`config.mk`:
```
export PLATFORM = sky130hd
export DESIGN_NAME = pc_seq_ctrl
export DESIGN_NICKNAME = d
export VERILOG_FILES = /design/src/rtl/cpu_pkg.sv /design/src/rtl/pc_target_calc.sv /design/src/rtl/pc_seq_ctrl.sv
export SDC_FILE = /design/constraint.sdc
export NUM_CORES = 1
export LEC_CHECK = 0
export ABC_CLOCK_PERIOD_IN_PS = 5600
export CORE_MARGIN = 2
export CORE_UTILIZATION = 35
export CTS_BUF_LIST = sky130_fd_sc_hd__clkbuf_8 sky130_fd_sc_hd__clkbuf_16
export DETAILED_ROUTE_END_ITERATION = 16
export PLACE_DENSITY = 0.67
export SETUP_SLACK_MARGIN = 0.05
export SYNTH_ARGS = -nofsm -noshare
export SYNTH_HDL_FRONTEND = slang
export SYNTH_HIERARCHICAL = 1
export SYNTH_SLANG_ARGS = --single-unit
```
`constraint.sdc`:
```
create_clock -name clk -period 5.6 [get_ports clk]
set_input_delay 1.12 -clock clk [delete_from_list [all_inputs] [get_ports clk]]
set_output_delay 1.12 -clock clk [all_outputs]
set_load 0.05 [all_outputs]
```
`src/rtl/cpu_pkg.sv`:
```
// Shared definitions for the core's fetch/PC control path.
//   - NPC op encodings, which must match the control unit.
//   - Sequencer state type used by pc_seq_ctrl.
package cpu_pkg;

    localparam logic [2:0] NPC_PLUS4  = 3'b000;
    localparam logic [2:0] NPC_BRANCH = 3'b001;
    localparam logic [2:0] NPC_JAL    = 3'b010;
    localparam logic [2:0] NPC_JALR   = 3'b100;

    typedef enum logic [1:0] {
        BOOT  = 2'd0,
        FETCH = 2'd1,
        EXEC  = 2'd2,
        HALT  = 2'd3
    } pc_state_t;

endpackage

```
`src/rtl/pc_target_calc.sv`:
```
// Combinational next-PC target selection.
//   pc        in  32  current PC, used for the +4 fallback
//   npc_in    in  32  next-address result from the NPC unit
//   npc_op    in  3   NPC op of the executing instruction
//   target    out 32  selected target (JALR bit0 already cleared)
//   misalign  out 1   target[1:0] != 0
module pc_target_calc
    import cpu_pkg::*;
(
    input  logic [31:0] pc,
    input  logic [31:0] npc_in,
    input  logic [2:0]  npc_op,
    output logic [31:0] target,
    output logic        misalign
);

    always_comb begin
        target = pc + 32'd4;
        case (npc_op)
            NPC_PLUS4,
            NPC_BRANCH,
            NPC_JAL:    target = npc_in;
            NPC_JALR:   target = {npc_in[31:1], 1'b0};
            // Unknown ops fall back to sequential flow; npc_in is ignored.
            default:    target = pc + 32'd4;
        endcase
        misalign = |target[1:0];
    end

endmodule

```
`src/rtl/pc_seq_ctrl.sv`:
```
// PC register and fetch/execute sequencer for the single-cycle core.
// Optional feature macro: PC_MISALIGN_TRAP_EN (misaligned target -> TRAP_VEC + trap pulse).
//   clk          in   1      core clock, rising edge
//   rst          in   1      synchronous active-high reset
//   npc_in       in   32     next address from the NPC unit
//   npc_op       in   3      NPC op of the executing instruction
//   commit       in   1      retire pulse for the current instruction
//   halt_req     in   1      stop after the current instruction retires
//   imem_req     out  1      instruction fetch request
//   imem_addr    out  32     fetch address (= pc)
//   imem_ack     in   1      fetch data valid
//   imem_rdata   in   32     fetched instruction
//   pc           out  32     current PC
//   instr        out  32     latched instruction
//   instr_valid  out  1      instr may be executed
//   halted       out  1      controller is halted
//   trap         out  1      one-cycle misaligned-target pulse
//   instret      out  CNT_W  retired-instruction count
module pc_seq_ctrl
    import cpu_pkg::*;
#(
    parameter logic [31:0] RESET_VEC = 32'h0000_0000,
    parameter logic [31:0] TRAP_VEC  = 32'h0000_0100,
    parameter int unsigned CNT_W     = 32
) (
    input  logic             clk,
    input  logic             rst,
    input  logic [31:0]      npc_in,
    input  logic [2:0]       npc_op,
    input  logic             commit,
    input  logic             halt_req,
    output logic             imem_req,
    output logic [31:0]      imem_addr,
    input  logic             imem_ack,
    input  logic [31:0]      imem_rdata,
    output logic [31:0]      pc,
    output logic [31:0]      instr,
    output logic             instr_valid,
    output logic             halted,
    output logic             trap,
    output logic [CNT_W-1:0] instret
);

    pc_state_t        state_q, state_d;
    logic [31:0]      pc_q, pc_d;
    logic [31:0]      instr_q, instr_d;
    logic             instr_valid_q, instr_valid_d;
    logic             trap_q, trap_d;
    logic [CNT_W-1:0] instret_q, instret_d;

    logic [31:0]      target;
    logic             misalign;
    logic [31:0]      commit_pc;

    pc_target_calc u_target (
        .pc       (pc_q),
        .npc_in   (npc_in),
        .npc_op   (npc_op),
        .target   (target),
        .misalign (misalign)
    );

`ifdef PC_MISALIGN_TRAP_EN
    assign commit_pc = misalign ? TRAP_VEC : target;
`else
    // Low bits are forced aligned; the trap vector and detector are not used.
    logic unused_cfg;
    assign unused_cfg = ^{TRAP_VEC, misalign};
    assign commit_pc  = {target[31:2], 2'b00};
`endif

    always_ff @(posedge clk) begin
        if (rst) begin
            state_q       <= BOOT;
            pc_q          <= RESET_VEC;
            instr_q       <= '0;
            instr_valid_q <= 1'b0;
            trap_q        <= 1'b0;
            instret_q     <= '0;
        end else begin
            state_q       <= state_d;
            pc_q          <= pc_d;
            instr_q       <= instr_d;
            instr_valid_q <= instr_valid_d;
            trap_q        <= trap_d;
            instret_q     <= instret_d;
        end
    end

    always_comb begin
        state_d       = state_q;
        pc_d          = pc_q;
        instr_d       = instr_q;
        instr_valid_d = instr_valid_q;
        trap_d        = 1'b0;
        instret_d     = instret_q;
        imem_req      = 1'b0;
        halted        = 1'b0;

        case (state_q)
            BOOT: begin
                state_d = FETCH;
            end
            FETCH: begin
                imem_req = 1'b1;
                if (imem_ack) begin
                    instr_d       = imem_rdata;
                    instr_valid_d = 1'b1;
                    state_d       = EXEC;
                end
            end
            EXEC: begin
                if (commit) begin
                    instr_valid_d = 1'b0;
                    instret_d     = instret_q + CNT_W'(1);
                    pc_d          = commit_pc;
`ifdef PC_MISALIGN_TRAP_EN
                    trap_d        = misalign;
`endif
                    state_d       = halt_req ? HALT : FETCH;
                end
            end
            HALT: begin
                halted        = 1'b1;
                instr_valid_d = 1'b0;
                if (!halt_req) begin
                    state_d = FETCH;
                end
            end
            default: begin
                state_d = BOOT;
            end
        endcase
    end

    assign imem_addr   = pc_q;
    assign pc          = pc_q;
    assign instr       = instr_q;
    assign instr_valid = instr_valid_q;
    assign trap        = trap_q;
    assign instret     = instret_q;

endmodule

```
==> results.sh, run 1 <==
export IMPL_combinationalPowerShare_pct=18.1
export IMPL_max_freq_mhz=309.2
export IMPL_use_met1_pct=22.76
export IMPL_swShare_pct=28.84
export IMPL_setup_viol=0
export IMPL_fin_skew_ns=0.009790
export IMPL_slew_violations=0
export IMPL_first_iter_violations=249
export IMPL_power_frac_seq_pct=42.3
export IMPL_use_met3_pct=6.456
export IMPL_grt_pass1_vias=4362
export IMPL_postCtsSetupRepairBufs=0
export IMPL_min_path_type="register to register"
export IMPL_fin_cells=997
export IMPL_fp_dieArea_um2=15370
export IMPL_cpMaxStageDelayCell="or4_1"
export IMPL_initial_core_util_pct=36.02
export IMPL_cp_cell_sequence="clkdlybuf4s50_1 > nand4_1 > or4_1 > or4_1 > a21oi_1"
export IMPL_maxSlewHeadroom_pct=26.29
export IMPL_nNetsFinal=890
export IMPL_antenna_found_initial=0
export IMPL_multiInputGateArea_um2=2629
export IMPL_fp_coreArea_um2=13990
export IMPL_cts_tree="yes"
export IMPL_n_antenna_cell=0
export IMPL_num_vias=4953
export IMPL_hold_buffers=0
export IMPL_path_buf_inv=1
export IMPL_wl_per_cell_um=13.75
export IMPL_status="finished clean"
export IMPL_post_cts_resize_count=0
export IMPL_overflow=0
export IMPL_track_usage_pct=17.64
export IMPL_ios=204
export IMPL_max_stage_delay_ns=0.85
export IMPL_viasPerCell=4.968
export IMPL_crit_arrival_ns=3.50
export IMPL_ir_drop_v=0.0001783
export IMPL_yosysWarnings=6
export IMPL_busiest_layer="met2"
export IMPL_clk_pin_slew_ns=0.07
export IMPL_crit_type="primary input to register"
export IMPL_fillCellCount=1390
export IMPL_power_share_clock_pct=39.6
export IMPL_p_leak_nw=2.282
export IMPL_gp_congestion=0.7686
export IMPL_numPortBuffers=196
export IMPL_final_setup_tns_ns=0
export IMPL_syn_cell_area_um2=5039
export IMPL_crit_fanout=19
export IMPL_hold_viol=0
export IMPL_power_switching_mw=0.4981
export IMPL_first_pass_iters=4
export IMPL_endpoint_kind="register"
export IMPL_die_h_um=124.0
export IMPL_grt_setup_unrepaired="false"
export IMPL_post_dp_cell_area_um2=6823
export IMPL_cts_max_path_buffers=2
export IMPL_syn_inst=675
export IMPL_layout_drive_gt1_share_pct=4.039
export IMPL_area_delta_synth_final_pct=41.89
export IMPL_dp_final_hpwl_um=9228
export IMPL_ctsRootBufferMaster="clkbuf_16"
export IMPL_cp_required_ns=5.87
export IMPL_intPower_mw=1.229
export IMPL_avgSynthCellArea_um2=7.465
export IMPL_cts_buffers=9
export IMPL_powerDensity_nw_per_um2=241.6
export IMPL_die_w_um=124.0
export IMPL_rows=43
export IMPL_power_mw=1.727
export IMPL_clock_latency_ns=0.34
export IMPL_finalWirelength_um=13710
export IMPL_startpoint_type="primary input"
export IMPL_worstMarginPinSlew_ns=1.106
export IMPL_cts_htree_levels=3
export IMPL_antenna_left=0
export IMPL_cpLargestDelayFamily="simple AND/OR/NAND/NOR gates"
export IMPL_maxCapViolations=0
export IMPL_drc=0
export IMPL_place_inst=981
export IMPL_fin_crit_ns=3.235
export IMPL_cts_sinks=97
export IMPL_period_share_pct=57.76
export IMPL_grt_pass1_wl_um=21650
export IMPL_cpMostUsedCell="or4_1"
export IMPL_fin_area_um2=7149
export IMPL_grtUsageMet2_pct=27.37
export IMPL_ff_latch_area_um2=1942
export IMPL_grt_start_max_net_pins=103
-- worst min-delay path, delay by kind of cell (launching register included) --
kind / cells / cell delay [ns]
AND/OR/NAND/NOR: 1 / 0.05
AO/OA/AOI/OAI: 1 / 0.05
flip-flops: 1 / 0.31
-- cell usage in the layout, fill, tap and decap left out, types with 2 or more instances in the layout --
master           count
clkdlybuf4s50_1    195
nand2_1            148
a21oi_1             97
dfxtp_1             97
nor2_1              47
nand3_1             21
xnor2_1             18
or4_1               17
or3_1               17
o21ai_0             16
inv_1               14
o31ai_1             14
nor3_1              13
a31oi_1             13
nand4_1             12
clkbuf_16            9
and4_1               6
nor2b_1              6
mux2_2               6
ha_1                 6
nor4_1               5
xor2_1               5
conb_1               5
and2_1               3
buf_4                3
and3_1               2
nand4_2              2
bufinv_16            2
or3_2                2
-- flip-flops by register name, indices dropped and copies added (netlist names) --
signal       cells
imem_addr       30
instr           32
instr_valid      1
instret         32
state_q          2
-- final cells by class --
class | count | area share [%]
tap | 180 | 3.150
timing repair buffer | 198 | 27.62
multi-input combinational | 492 | 36.77
inverter | 14 | 0.7350
clock buffer | 9 | 3.150
clock inverter | 7 | 1.418
sequential | 97 | 27.16
-- metrics by stage --
step           util, %  worst slack (ns)  hold WS (ns)
2_1_floorplan        -             2.938        0.4791
3_3_place_gp     48.77             2.060        0.4407
3_5_place_dp     48.77             2.014        0.4462
4_1_cts          51.11             2.385        0.4545
5_1_grt          51.11             2.258        0.4733
6_report         51.11             2.365        0.4538
-- metal layers --
metal | wire length [um] | vias up
met5 | 0 | -
met4 | 51 | 0
met3 | 1139 | 2
met2 | 6386 | 132
met1 | 6135 | 2261
li1 | - | 2558
-- path summary, 6_finish.rpt --
kind | slack [ns] | start | to | cells after the start
min | 0.45 | instr[27] | instr[27] | 2
min reg2reg | 0.45 | instr[27] | instr[27] | 2
max | 2.37 | commit | instret[28] | 5
max reg2reg | 2.98 | state_q[0] | instret[28] | 6
-- power groups by stage --
stage / sequential, mW / combinational [mW] / clock (mW)
2_1_floorplan: 0.818 / 0.130 / 0
3_3_place_gp: 0.746 / 0.316 / 0
3_5_place_dp: 0.747 / 0.315 / 0
4_1_cts: 0.731 / 0.317 / 0.702
5_1_grt: 0.735 / 0.341 / 0.732
6_report: 0.731 / 0.313 / 0.683
No activity file was read; power rests on OpenSTA's default activity.
==> run 2: changes to the inputs <==
--- a/config.mk
+++ b/config.mk
@@ -5,7 +5,7 @@
 export SDC_FILE = /design/constraint.sdc
 export NUM_CORES = 1
 export LEC_CHECK = 0
-export ABC_CLOCK_PERIOD_IN_PS = 5600
+export ABC_CLOCK_PERIOD_IN_PS = 3350
 export CORE_MARGIN = 2
 export CORE_UTILIZATION = 35
 export CTS_BUF_LIST = sky130_fd_sc_hd__clkbuf_8 sky130_fd_sc_hd__clkbuf_16
==> constraint.sdc (replaced) <==
create_clock -name clk -period 3.35 [get_ports clk]
set_input_delay 0.67 -clock clk [delete_from_list [all_inputs] [get_ports clk]]
set_output_delay 0.67 -clock clk [all_outputs]
set_load 0.05 [all_outputs]
==> run 2 against run 1 <==
Compared with the run above: worst hold slack lost 0.0030 ns; design area is essentially flat; worst setup slack lost 1.8 ns; sequential power grew 67%; sequential share of layout area is essentially flat; clock skew shrank 0.0015 ns; clock power grew 52%; global-route usage grew 0.062 points; first-iteration DRC count grew 9.2%; final cell count grew 0.50%; sequential cell count is the same; core utilization is essentially flat; highest routed layer unchanged.
==> results.sh, run 2 (synthesis gave the netlist of run 1 again) <==
export IMPL_first_iter_violations=272
export IMPL_numPortBuffers=196
export IMPL_maxSlewHeadroom_pct=53.78
export IMPL_viasPerCell=5.002
export IMPL_first_pass_iters=7
export IMPL_clock_latency_ns=0.35
export IMPL_area_delta_synth_final_pct=41.99
export IMPL_cpMostUsedCell="or4_1"
export IMPL_cts_tree="yes"
export IMPL_n_antenna_cell=0
export IMPL_cp_required_ns=3.62
export IMPL_ir_drop_v=0.0002583
export IMPL_p_leak_nw=2.290
export IMPL_post_cts_resize_count=0
export IMPL_ios=204
export IMPL_cpMaxStageDelayCell="or4_1"
export IMPL_cts_sinks=97
export IMPL_nNetsFinal=895
export IMPL_rows=43
export IMPL_final_setup_tns_ns=0
export IMPL_max_freq_mhz=363.8
export IMPL_rr_startpoint="state_q[0]"
export IMPL_drc=0
export IMPL_cts_buffers=9
export IMPL_layout_drive_gt1_share_pct=4.623
export IMPL_fin_ws_ns=0.6014
export IMPL_worstMarginPinSlew_ns=0.6869
export IMPL_postCtsSetupRepairBufs=0
export IMPL_crit_type="primary input to register"
export IMPL_grt_pass1_wl_um=21680
export IMPL_cp_cell_sequence="clkdlybuf4s50_1 > nand4_1 > or4_1 > or4_1 > a21oi_1"
export IMPL_max_stage_delay_ns=0.83
export IMPL_endpoint_kind="register"
export IMPL_grt_setup_unrepaired="false"
export IMPL_cts_max_path_buffers=2
export IMPL_wl_met3_um=1132
export IMPL_initial_core_util_pct=36.02
export IMPL_ctsRootBufferMaster="clkbuf_16"
export IMPL_gp_congestion=0.7990
export IMPL_crit_start="commit"
export IMPL_die_w_um=124.0
export IMPL_fp_dieArea_um2=15370
export IMPL_fin_crit_ns=2.749
export IMPL_powerDensity_nw_per_um2=389.7
export IMPL_fp_coreArea_um2=13990
export IMPL_grt_pass1_vias=4398
export IMPL_r2r_cells=6
export IMPL_dr_wl_met2_um=6437
export IMPL_status="finished clean"
export IMPL_wl_per_cell_um=13.76
export IMPL_num_vias=5012
export IMPL_hold_buffers=0
export IMPL_mostFrequentLayoutCells="195 x clkdlybuf4s50_1, 148 x nand2_1, 97 x a21oi_1, 97 x dfxtp_1, 47 x nor2_1"
export IMPL_antenna_found_initial=0
export IMPL_min_from="instr[19]"
export IMPL_finalWirelength_um=13790
export IMPL_startpoint_type="primary input"
export IMPL_slew_violations=0
export IMPL_holdPathStages=2
export IMPL_cts_htree_levels=3
export IMPL_r2r_setup_slack_ns=0.72
export IMPL_crit_fanout=19
export IMPL_maxCapViolations=0
export IMPL_grt_start_max_net_pins=53
export IMPL_fin_skew_ns=0.008266
export IMPL_antenna_left=0
export IMPL_highest_signal_layer="met4"
export IMPL_fillCellCount=1403
export IMPL_overflow=0
export IMPL_post_place_ws_ns=0.2596
export IMPL_period_share_pct=82.05
export IMPL_die_h_um=124.0
export IMPL_min_path_type="register to register"
export IMPL_track_usage_pct=17.70
export IMPL_clk_pin_slew_ns=0.06
export IMPL_met1_length_um=6032
export IMPL_crit_arrival_ns=3.02
export IMPL_final_common_cell="clkdlybuf4s50_1"
export IMPL_hold_viol=0
export IMPL_dp_final_hpwl_um=9631
export IMPL_setup_viol=0
==> run 2: area by class of cell <==
class	instances	area, um2	area share [%]
Sequential cell	97	1942	27.14
Timing Repair Buffer	203	2012	28.12
Tap cell	180	225.2	3.148
Multi-Input combinational cell	492	2629	36.74
Clock buffer	9	225.2	3.148
Inverter	14	52.55	0.7345
Clock inverter	7	68.82	0.9619
==> run 2: final timing paths <==
check,end
setup / recovery,instret[26]
hold reg to reg,instr[19]
hold / removal,instr[19]
setup reg to reg,instret[26]
==> run 2: metrics by stage <==
step | hold slack [ns] | util [%] | total power [mW] | instance area [um2] | instances
after floorplan | 0.4791 | - | 1.586 | 5054 | 679
after global routing | 0.4771 | 51.14 | 2.918 | 7154 | 1002
after global placement | 0.4410 | 49.04 | 1.783 | 6860 | 986
after detailed placement | 0.4471 | 49.04 | 1.782 | 6860 | 986
final | 0.4509 | 51.14 | 2.788 | 7154 | 1002
after CTS | 0.4564 | 51.14 | 2.824 | 7154 | 1002
==> run 2: report_power, final <==
group,total [mW],switching [mW],internal (mW)
logic,0.529,0.324,0.205
registers,1.22,0.0304,1.19
clock network,1.04,0.459,0.578
==> run 2: worst max-delay path: cells and delay by family <==
kind | cells | cell delay, ns
buffers and inverters | 1 | 0.56
AOI/OAI and AO/OA | 1 | 0.17
and+or+nand+nor | 3 | 1.61
==> run 2: layer usage <==
layer | track usage (%) | vias to the layer above
li1 | - | 2571
met3 | 6.273 | 11
met1 | 22.03 | 2297
met5 | 0 | -
met2 | 28.50 | 133
met4 | 5.899 | 0
==> run 3: changes to the inputs <==
--- a/config.mk
+++ b/config.mk
@@ -5,12 +5,12 @@
 export SDC_FILE = /design/constraint.sdc
 export NUM_CORES = 1
 export LEC_CHECK = 0
-export ABC_CLOCK_PERIOD_IN_PS = 3350
+export ABC_CLOCK_PERIOD_IN_PS = 2400
 export CORE_MARGIN = 2
 export CORE_UTILIZATION = 35
 export CTS_BUF_LIST = sky130_fd_sc_hd__clkbuf_8 sky130_fd_sc_hd__clkbuf_16
 export DETAILED_ROUTE_END_ITERATION = 16
-export PLACE_DENSITY = 0.67
+export PLACE_DENSITY = 0.7
 export SETUP_SLACK_MARGIN = 0.05
 export SYNTH_ARGS = -nofsm -noshare
 export SYNTH_HDL_FRONTEND = slang
==> constraint.sdc (replaced) <==
create_clock -name clk -period 2.4 [get_ports clk]
set_input_delay 0.48 -clock clk [delete_from_list [all_inputs] [get_ports clk]]
set_output_delay 0.48 -clock clk [all_outputs]
set_load 0.05 [all_outputs]
==> run 3 against run 2 <==
Compared with the run above: register-to-register slack got worse by 0.56 ns; power rose by 38%; sequential cell count is the same; clock power up 32%; core utilization up 1.5 points; first-iteration DRC count is 11% lower; combinational power rose by 45%; die area is the same; critical path type is now register to register; highest routed layer unchanged.
==> results.sh, run 3 (synthesis gave the netlist of run 1 again) <==
export IMPL_first_pass_iters=5
export IMPL_grt_pass1_vias=4659
export IMPL_setup_viol=0
export IMPL_finalWirelength_um=14530
export IMPL_hold_buffers=0
export IMPL_status="finished clean"
export IMPL_area_delta_synth_final_pct=46.19
export IMPL_holdPathStages=2
export IMPL_clock_latency_ns=0.36
export IMPL_max_freq_mhz=446.7
export IMPL_final_common_cell="clkdlybuf4s50_1"
export IMPL_power_mw=3.837
export IMPL_maxCapViolations=0
export IMPL_grt_start_max_net_pins=51
export IMPL_dp_final_hpwl_um=10370
export IMPL_endpoint_kind="register"
export IMPL_cts_buffers=9
export IMPL_wl_per_cell_um=14.13
export IMPL_antenna_found_initial=0
export IMPL_fp_coreArea_um2=13990
export IMPL_rr_startpoint="imem_addr[2]"
export IMPL_fin_skew_ns=0.005879
export IMPL_maxSlewHeadroom_pct=63.51
export IMPL_clk_pin_slew_ns=0.07
export IMPL_worstMarginPinSlew_ns=0.5473
export IMPL_cts_sinks=97
export IMPL_combinationalPowerShare_pct=20.0
export IMPL_fp_dieArea_um2=15370
export IMPL_cts_max_path_buffers=2
export IMPL_antenna_left=0
export IMPL_num_vias=5131
export IMPL_ctsRootBufferMaster="clkbuf_16"
export IMPL_cts_htree_levels=3
export IMPL_crit_arrival_ns=2.53
export IMPL_ir_drop_v=0.0006244
export IMPL_layout_drive_gt1_share_pct=9.670
export IMPL_nNetsFinal=922
export IMPL_crit_start="imem_addr[2]"
export IMPL_grt_setup_unrepaired="true"
export IMPL_post_dp_cell_area_um2=7072
export IMPL_ios=204
export IMPL_cts_tree="yes"
export IMPL_power_share_clock_pct=35.8
export IMPL_power_frac_seq_pct=44.3
export IMPL_grt_pass1_wl_um=23080
export IMPL_initial_core_util_pct=36.02
export IMPL_min_path_type="register to register"
export IMPL_hold_viol=0
export IMPL_n_antenna_cell=0
export IMPL_min_from="instr[25]"
export IMPL_die_h_um=124.0
export IMPL_power_switching_mw=1.165
export IMPL_p_leak_nw=2.414
export IMPL_fin_crit_ns=2.239
export IMPL_r2r_cells=7
export IMPL_fin_area_um2=7366
export IMPL_track_usage_pct=18.90
export IMPL_rr_endpoint="imem_addr[28]"
export IMPL_hold_path_end="instr[25]"
export IMPL_die_w_um=124.0
export IMPL_slew_violations=0
export IMPL_overflow=0
export IMPL_gp_congestion=0.8065
export IMPL_rows=43
export IMPL_mostFrequentLayoutCells="193 x clkdlybuf4s50_1, 148 x nand2_1, 97 x a21oi_1"
export IMPL_cp_required_ns=2.69
export IMPL_drc=0
export IMPL_startpoint_type="register"
export IMPL_powerDensity_nw_per_um2=521.0
export IMPL_swShare_pct=30.37
export IMPL_period_share_pct=93.28
export IMPL_numPortBuffers=196
export IMPL_r2r_setup_slack_ns=0.16
export IMPL_intPower_mw=2.672
export IMPL_crit_fanout=7
export IMPL_viasPerCell=4.991
export IMPL_first_iter_violations=242
export IMPL_crit_type="register to register"
[run 3: final cells by class]
class / count / area (um2)
fillers: 1366 / 6623
multi-input cells: 493 / 2648
repair buffers: 229 / 2202
flip-flops and latches: 97 / 1963
clock buffers: 9 / 225.2
well taps: 180 / 225.2
inverters: 14 / 52.55
clock inverters: 6 / 50.05
[run 3: power groups by stage]
stage                     Combinational [mW]  Clock, mW  Sequential, mW
after floorplan                        0.304          0            1.91
after global routing                   0.826       1.47            1.71
after CTS                              0.770       1.41            1.70
after detailed placement               0.765          0            1.74
final                                  0.766       1.37            1.70
after global placement                 0.766          0            1.73
[run 3: repair_timing]
action                                  CTS  global route
buffers inserted                          0             0
endpoints found under the setup margin    0             5
resized for setup                         0             3
hold endpoints to repair                  0             0
[run 3: per-layer routing]
layer	global-route usage [%]	share of wire, %	vias up
met5	0	0	-
met4	7.654	2.3	0
met3	6.364	8.0	20
met2	30.39	46	156
met1	23.25	43	2331
li1	-	-	2624
[run 3: through the flow]
step           utilization (%)  setup TNS (ns)  instances  hold WS [ns]  setup slack, ns
5_1_grt                  52.66               0       1028        0.4687          0.04226
6_report                 52.66               0       1028        0.4533           0.1613
2_1_floorplan                -               0        679        0.4791          0.06080
3_3_place_gp             50.55         -0.8106       1012        0.4405          -0.1264
4_1_cts                  52.52               0       1027        0.4554          0.05620
3_5_place_dp             50.55          -1.205       1012        0.4457          -0.1453
[run 3: worst max path at each step]
stage / endpoint / cells past startpoint / slack [ns]
floorplan: imem_addr[30] / 6 / 0.06
global placement: instret[20] / 6 / -0.13
detailed placement: instret[20] / 6 / -0.15
CTS: imem_addr[28] / 7 / 0.06
global route: imem_addr[28] / 7 / 0.04
finish: imem_addr[28] / 7 / 0.16
[run 3: critical path: stages, from the launching register on]
cell     delay (ns)
dfxtp_4        0.38
ha_2           0.23
nand4_4        0.12
or4_4          0.56
or4_1          0.51
a31oi_1        0.18
nand2_1        0.06
a21oi_1        0.12
